<file path="src/rtl/hit_judge.sv">
// Rhythm-game judge: synchronizes player keys, tracks frame-driven note windows and
// keeps score, combo and max combo with one-cycle hit/miss/stray strobes.
module hit_judge #(
   parameter int unsigned SETTLE_CYCLES  = 2,
   parameter int unsigned SCORE_PER_HIT  = 10,
   parameter int unsigned COMBO_BONUS_AT = 8
) (
   input  logic        game_clock,
   input  logic        game_reset_n,
   input  logic [7:0]  game_frame,
   input  logic [11:0] curr_note,
   input  logic [3:0]  hold_length,
   input  logic [11:0] keys,
   output logic [15:0] score,
   output logic [7:0]  combo,
   output logic [7:0]  max_combo,
   output logic        hit_pulse,
   output logic        miss_pulse,
   output logic        stray_pulse,
   output logic [11:0] target_note,
   output logic [2:0]  judge_state
);
   localparam int unsigned NOTE_W  = 12;
   localparam int unsigned SCORE_W = 16;
   localparam int unsigned COMBO_W = 8;
   localparam int unsigned BEAT_W  = 4;
   localparam int unsigned CNT_W   = (SETTLE_CYCLES > 1) ? $clog2(SETTLE_CYCLES) : 1;
   localparam logic [SCORE_W:0] HIT_PTS   = (SCORE_W + 1)'(SCORE_PER_HIT);
   localparam logic [SCORE_W:0] BONUS_PTS = (SCORE_W + 1)'(2 * SCORE_PER_HIT);

   typedef enum logic [2:0] {
      S_IDLE   = 3'd0,
      S_SETTLE = 3'd1,
      S_ARMED  = 3'd2,
      S_HIT    = 3'd3,
      S_DONE   = 3'd4,
      S_REST   = 3'd5
   } state_t;

   state_t              state, state_n;
   logic [NOTE_W-1:0]   key_s1, key_s2, key_s3;
   logic [7:0]          frame_q;
   logic [CNT_W-1:0]    settle_cnt, cnt_n;
   logic [BEAT_W-1:0]   beats_left, beats_n;
   logic [NOTE_W-1:0]   target_n;
   logic [SCORE_W-1:0]  score_n;
   logic [COMBO_W-1:0]  combo_n, max_n;
   logic                hit_n, miss_n, stray_n;
   logic [SCORE_W:0]    score_sum;

   logic                frame_tick_c, restart_c, pressed_c;
   logic [NOTE_W-1:0]   press_edge_c;

   assign frame_tick_c = (game_frame != frame_q);
   assign restart_c    = frame_tick_c && (game_frame == 8'd0);
   assign press_edge_c = key_s2 & ~key_s3;
   assign pressed_c    = |press_edge_c;
   assign judge_state  = state;

   // Next-state, judgment and scoring
   always_comb begin
      state_n   = state;
      cnt_n     = settle_cnt;
      beats_n   = beats_left;
      target_n  = target_note;
      score_n   = score;
      combo_n   = combo;
      hit_n     = 1'b0;
      miss_n    = 1'b0;
      stray_n   = 1'b0;
      max_n     = (combo > max_combo) ? combo : max_combo;
      score_sum = (SCORE_W + 1)'(score) +
                  ((32'(combo) >= COMBO_BONUS_AT) ? BONUS_PTS : HIT_PTS);

      if (restart_c) begin
         state_n = S_SETTLE;
         cnt_n   = '0;
         score_n = '0;
         combo_n = '0;
      end else begin
         case (state)
            S_IDLE: begin
               if (frame_tick_c) begin
                  state_n = S_SETTLE;
                  cnt_n   = '0;
               end
            end
            S_SETTLE: begin
               if (frame_tick_c) begin
                  cnt_n = '0;
               end else if (32'(settle_cnt) + 32'd1 >= SETTLE_CYCLES) begin
                  target_n = curr_note;
                  beats_n  = (hold_length == '0) ? BEAT_W'(1) : hold_length;
                  state_n  = (curr_note == '0) ? S_REST : S_ARMED;
               end else begin
                  cnt_n = settle_cnt + CNT_W'(1);
               end
            end
            S_ARMED: begin
               // Any off-target bit makes the whole press a miss
               if (pressed_c) begin
                  if (|(press_edge_c & ~target_note)) begin
                     miss_n  = 1'b1;
                     combo_n = '0;
                     state_n = S_DONE;
                  end else begin
                     hit_n   = 1'b1;
                     combo_n = (combo == '1) ? combo : combo + COMBO_W'(1);
                     score_n = score_sum[SCORE_W] ? '1 : score_sum[SCORE_W-1:0];
                     state_n = S_HIT;
                  end
               end
            end
            S_REST: begin
               if (pressed_c) stray_n = 1'b1;
            end
            default: ;
         endcase

         // Window bookkeeping runs after the press judgment of the same cycle
         if (frame_tick_c && (state inside {S_ARMED, S_HIT, S_DONE, S_REST})) begin
            if (beats_left == BEAT_W'(1)) begin
               state_n = S_SETTLE;
               cnt_n   = '0;
               if (state == S_ARMED && !hit_n && !miss_n) begin
                  miss_n  = 1'b1;
                  combo_n = '0;
               end
            end else begin
               beats_n = beats_left - BEAT_W'(1);
            end
         end
      end
   end

   // State and output registers
   always_ff @(posedge game_clock or negedge game_reset_n) begin
      if (!game_reset_n) begin
         state       <= S_IDLE;
         key_s1      <= '0;
         key_s2      <= '0;
         key_s3      <= '0;
         frame_q     <= '0;
         settle_cnt  <= '0;
         beats_left  <= '0;
         target_note <= '0;
         score       <= '0;
         combo       <= '0;
         max_combo   <= '0;
         hit_pulse   <= 1'b0;
         miss_pulse  <= 1'b0;
         stray_pulse <= 1'b0;
      end else begin
         state       <= state_n;
         key_s1      <= keys;
         key_s2      <= key_s1;
         key_s3      <= key_s2;
         frame_q     <= game_frame;
         settle_cnt  <= cnt_n;
         beats_left  <= beats_n;
         target_note <= target_n;
         score       <= score_n;
         combo       <= combo_n;
         max_combo   <= max_n;
         hit_pulse   <= hit_n;
         miss_pulse  <= miss_n;
         stray_pulse <= stray_n;
      end
   end
endmodule

</file>
<file path="config.mk">
export PLATFORM = sky130hd
export DESIGN_NAME = hit_judge
export DESIGN_NICKNAME = d
export VERILOG_FILES = /design/src/rtl/hit_judge.sv
export SDC_FILE = /design/constraint.sdc
export NUM_CORES = 1
export LEC_CHECK = 0
export CAP_MARGIN = 20
export CORE_MARGIN = 3
export CORE_UTILIZATION = 41
export CTS_CLUSTER_DIAMETER = 30
export DETAILED_ROUTE_END_ITERATION = 12
export PLACE_DENSITY_LB_ADDON = 0.08
export SYNTH_ARGS = -nofsm -noshare
export SYNTH_HDL_FRONTEND = slang
export SYNTH_SLANG_ARGS = --single-unit
</file>
<file path="constraint.sdc">
create_clock -name game_clock -period 5.6 [get_ports game_clock]
set_input_delay 1.4 -clock game_clock [delete_from_list [all_inputs] [get_ports game_clock]]
set_output_delay 1.4 -clock game_clock [all_outputs]
set_load 0.02 [all_outputs]
</file>
* Word level (Yosys, flattened, before mapping)
Index checks and enable logic that the tools add are counted.
** Word-level totals
- Bits in registers :: 99
- Output and inout port bits :: 50
- Logic and storage cells :: 107
** Cells by class
- Add/subtract/negate cells :: 5
- Order comparisons :: 3
- Eq/ne operators :: 9
- Multiplexer cells :: 53
- Bitwise logic cells :: 6
- Reduce and logical (&&, ||, !) cells :: 17
** Operators by type and width (count)
- $mux W16 :: 5
- $mux W8 :: 8
- $mux W3 :: 9
- $and A12 B12 Y12 :: 2
- $mux W4 :: 6
- $not A12 Y12 :: 2
- $reduce_or A12 Y1 :: 2
- $mux W1 :: 22
- $add A16 B5 Y17 :: 1
- $logic_not A12 Y1 :: 1
- $pmux W3 S3 :: 1
- $add A8 B1 Y8 const B :: 1
- $eq A8 B8 Y1 const B :: 1
- $ge A8 B4 Y1 const B :: 1
- $gt A8 B8 Y1 :: 1
- $logic_not A8 Y1 :: 1
- $ne A8 B8 Y1 :: 1
- $eq A3 B2 Y1 const B :: 2
- $eq A3 B3 Y1 const B :: 2
- $mux W5 :: 1
- $eq A4 B1 Y1 const B :: 1
- $logic_and A1 B1 Y1 :: 4
- $logic_not A4 Y1 :: 1
- $reduce_and A4 Y1 :: 1
- other kinds (13) :: 16

* Depth between registers and ports, before layout
- Word-level depth :: 15
- Depth in mapped cells :: 12
- Depth with buffers taken out :: 12

* Worst setup path after synthesis
OpenSTA, ideal clock, no wires.
- Path kind :: input-to-reg
- Start point :: in game_frame[3]
- End point :: reg target_note[10]
- Setup time :: 0.125 ns
- Data arrival time :: 2.786 ns
- Slack :: 2.689 ns
- Stages on the path :: 6
- Buffers on the path :: 1
- Cell sequence :: xor2_1 > nor4_2 > and2_2 > nand4_4 > buf_6 > mux2_4
** Between the ends
- Cells in the longest elaborated chain, start to end :: 4
- Elaborated cells between the ends (all ways) :: 6
** Ends and longest elaborated chain
- start: declaration :: line 10 : input logic [7:0] game_frame,
- $ne A8 B8 Y1 or $logic_not A8 Y1 (tied branches) :: line 54, 55
- $logic_and A1 B1 Y1 :: line 55 : assign restart_c = frame_tick_c && (game_frame == 8'd0);
- $not A1 Y1 (no source line)
- $reduce_and A4 Y1 (no source line) (*)
- end signal: assignment :: line 161 : target_note <= target_n;
- end: declaration :: line 20 : output logic [11:0] target_note,
Mark *: on every way between the ends. The rest lies on a longest branch, timed or not.
A chain may end at the register's enable or synchronous reset.

* Final worst setup path
- Start point :: in game_frame[3]
- End point :: reg beats_left[3]
** Between the ends
- Cells in the longest elaborated chain, start to end :: 5
- Elaborated cells between the ends (all ways) :: 8
** Ends and longest elaborated chain
- $ne A8 B8 Y1 :: line 54 : assign frame_tick_c = (game_frame != frame_q);
- $mux W4 :: line 89 : if (frame_tick_c) begin
- $mux W4 :: line 81 : case (state)
- $mux W4 :: line 122 : if (beats_left == BEAT_W'(1)) begin
- $mux W4 :: line 121 : if (frame_tick_c && (state inside {S_ARMED, S_HIT, S_DONE, S_REST})) begin
- end signal: assignment :: line 160 : beats_left <= beats_n;
- end: declaration :: line 44 : logic [BEAT_W-1:0] beats_left, beats_n;
Several ways; a longest one is shown, not always the timed one.

==> run summary <==
Max IR drop VDD: 0.000224 V
Pre-CTS WS: 1800 ps
Port buffer count: 87
Clk slew on worst S/H paths: 70 ps
EDFF count, synth: 0
R2R Setup Slk: 2660 ps
CP endpoint kind: register
Clock sinks: 99
Post-synthesis sequential area ratio: 0.537
Area of the multi-input gates: 1970 um2
Initial antenna violation count: 0
Async set-reset flop share out of synthesis: 1.00
Final setup fails: 0
TritonCTS buffer count: 9
Data arrival, critical path: 3660 ps
Ys Warns: 0
Final #Nets: 544
Global-route wire length before repair: 16400 um
Startpoint types: primary input
Synth cell types: 53
FMAX: 295 MHz
Yosys top cell by area: dfrtp_1
Mean number of vias per cell: 5.25
CTS Hold Bufs: 0
Post-synth top area share: 0.537
Post-route ant nets: 0
Die ar.: 12600 um2
DP HPWL: 7050 um
Syn nets: 456
# rows: 38
GRT Util Overall: 0.159
Syn_area_per_cell: 11.5 um2
Placed Instances: 617
TNS Setup: 0 ps
Routed vias: 3326
FF-to-FF End: score[6]
I/O pin cnt: 88
Synth Area in Compound Gates: 0.114
Synth Area in Simple Gates: 0.179
GRT overflow: 0
Worst path required time: 5870 ps
Largest net degree at the start of global routing: 65
Min Tclk post-route: 3390 ps
Reg area: 2480 um2
Crit Reg-Reg Startpoint: combo[7]
Unrepaired setup endpoints after global routing: no
Mapped Cells: 401
Fill count: 974
Die height: 112 um
Worst hold path class: reg -> reg
Worst setup endpoint: beats_left[3]
Most frequent cell after synthesis: dfrtp_1
WL final: 9780 um
Mux cell area share after synthesis: 0.0558
Synth area leaders: dfrtp_1 (54%), ha_1 (4.3%), mux2_4 (2.9%)
P per Cell Area: 364 nW/um2
Post-Synth XOR/XNOR Area: 0.0304
PostCTS Resize Cnt: 0
Largest family of logic cells by synthesized area: simple AND/OR/NAND/NOR gates
WS Path Type: in -> reg
Layout Skew: 7.84 ps
Max Buffers Root-to-Sink: 2
Critical-path maximum fanout: 14
H-tree depth: 3
Routability Congestion: 0.871
Final Max Slew Viols: 0
Worst-Skew Late Latency: 340 ps
CTS tree: built
P&R area growth vs syn: 27.8%
Final hold violation count: 0
Final Cycle Share: 0.606
Min Hold Slack: 350 ps
ANT cells: 0
Post-synth top cells: dfrtp_1 (99), nor2_1 (28), inv_1 (25)
Starting density of the core: 0.422
DRT Pass-1 Iters: 4
Final non-filler cell total: 634
Synthesized area: 4620 um2
Worst Setup SP: game_frame[3]
Register bit count reported by yosys: 99
Leakage power: 2.61 nW
CORE AREA: 10900 um2
Vias in the first global route: 3353
Reg2Reg Depth: 9
Total of max-cap violations: 0
DR WL/cell: 15.4 um
DRC: 0
Worst Tran Pin Value: 1030 ps
Run status: complete, no violations
Die Width: 112 um
Post-Route Utilization: 0.539
Clk Tree Root Cell: clkbuf_16
Post-CTS setup buffers: 0
Post-route setup slack: 2210 ps
Max-slew headroom: 0.310
Share of layout cells above drive strength 1: 0.0992
Prevailing post-synth register cell: dfrtp_1
Synth Area in Adders: 0.0477
Initial DRC Count: 200
-- critical path, stage by stage --
cell and delay (ps):
clkdlybuf4s50_1 470, xor2_1 180, nor4_2 490, and2_2 320, nand4_4 320, a21oi_2 280, o221a_1 200
-- stage by stage --
stage / power [mW] / cell area, um2
6_report: 2.15 / 5900
5_1_grt: 2.29 / 5900
4_1_cts: 2.17 / 5880
3_5_place_dp: 1.56 / 5590
3_3_place_gp: 1.55 / 5590
2_1_floorplan: 1.33 / 4620
-- per-layer routing --
metal  GRT usage  vias to the layer above  routed length, um
li1            -                     1626                  -
met1       0.218                     1615               4600
met2       0.261                       73               4690
met3      0.0334                       12                392
met4      0.0361                        0                 97
met5           0                        -                  0
-- worst min-delay path by stage --
stage	start	endpoint	slack (ps)	depth (start not counted)
finish	key_s1[8]	key_s2[8]	350	0
global route	key_s1[3]	key_s2[3]	360	0
CTS	key_s1[8]	key_s2[8]	350	0
detailed placement	key_s1[8]	key_s2[8]	330	0
global placement	key_s1[5]	key_s2[5]	330	0
floorplan	key_s1[0]	key_s2[0]	330	0
-- power by group --
part | leakage (nW) | total (mW) | switching (mW) | internal (mW)
clock | 0.141 | 0.601 | 0.288 | 0.314
combinational | 1.30 | 0.653 | 0.339 | 0.314
sequential | 1.17 | 0.893 | 0.0967 | 0.797
total | 2.61 | 2.15 | 0.724 | 1.42
-- layout make-up --
cell class	count	share of cell area
flip-flops and latches	99	0.420
multi-input cells	265	0.334
repair buffers	89	0.151
clock buffers	9	0.0382
well taps	140	0.0297
inverters	25	0.0159
clock inverters	7	0.0110
-- sequential cells by signal, summed over array words and instances, names as in the netlist --
name	count
target_note	12
key_s2	12
settle_cnt	1
judge_state	3
key_s3	12
key_s1	12
stray_pulse	1
frame_q	8
score	16
miss_pulse	1
max_combo	8
hit_pulse	1
combo	8
beats_left	4
-- cell families after synthesis --
group,Yosys count
mux,20
flops,99
compound gates,74
buf+inv,37
fa+ha+maj,17
xor+xnor,16
simple gates,138
-- layout by cell type, fill, tap and decap left out, types with 10 or more instances in the layout --
cell             netlist  layout
nor3b_1               12      12
xor2_1                10      10
and3_1                12      12
mux2_2                10      10
clkdlybuf4s50_1        0      86
dfrtp_1               99      99
nor2_1                28      28
ha_1                  16      16
nand2b_1              16      16
nor4_1                11      11
nand2_1               16      16
inv_1                 25      25
a21oi_1               20      19
Power figures use the tool's default switching activity.
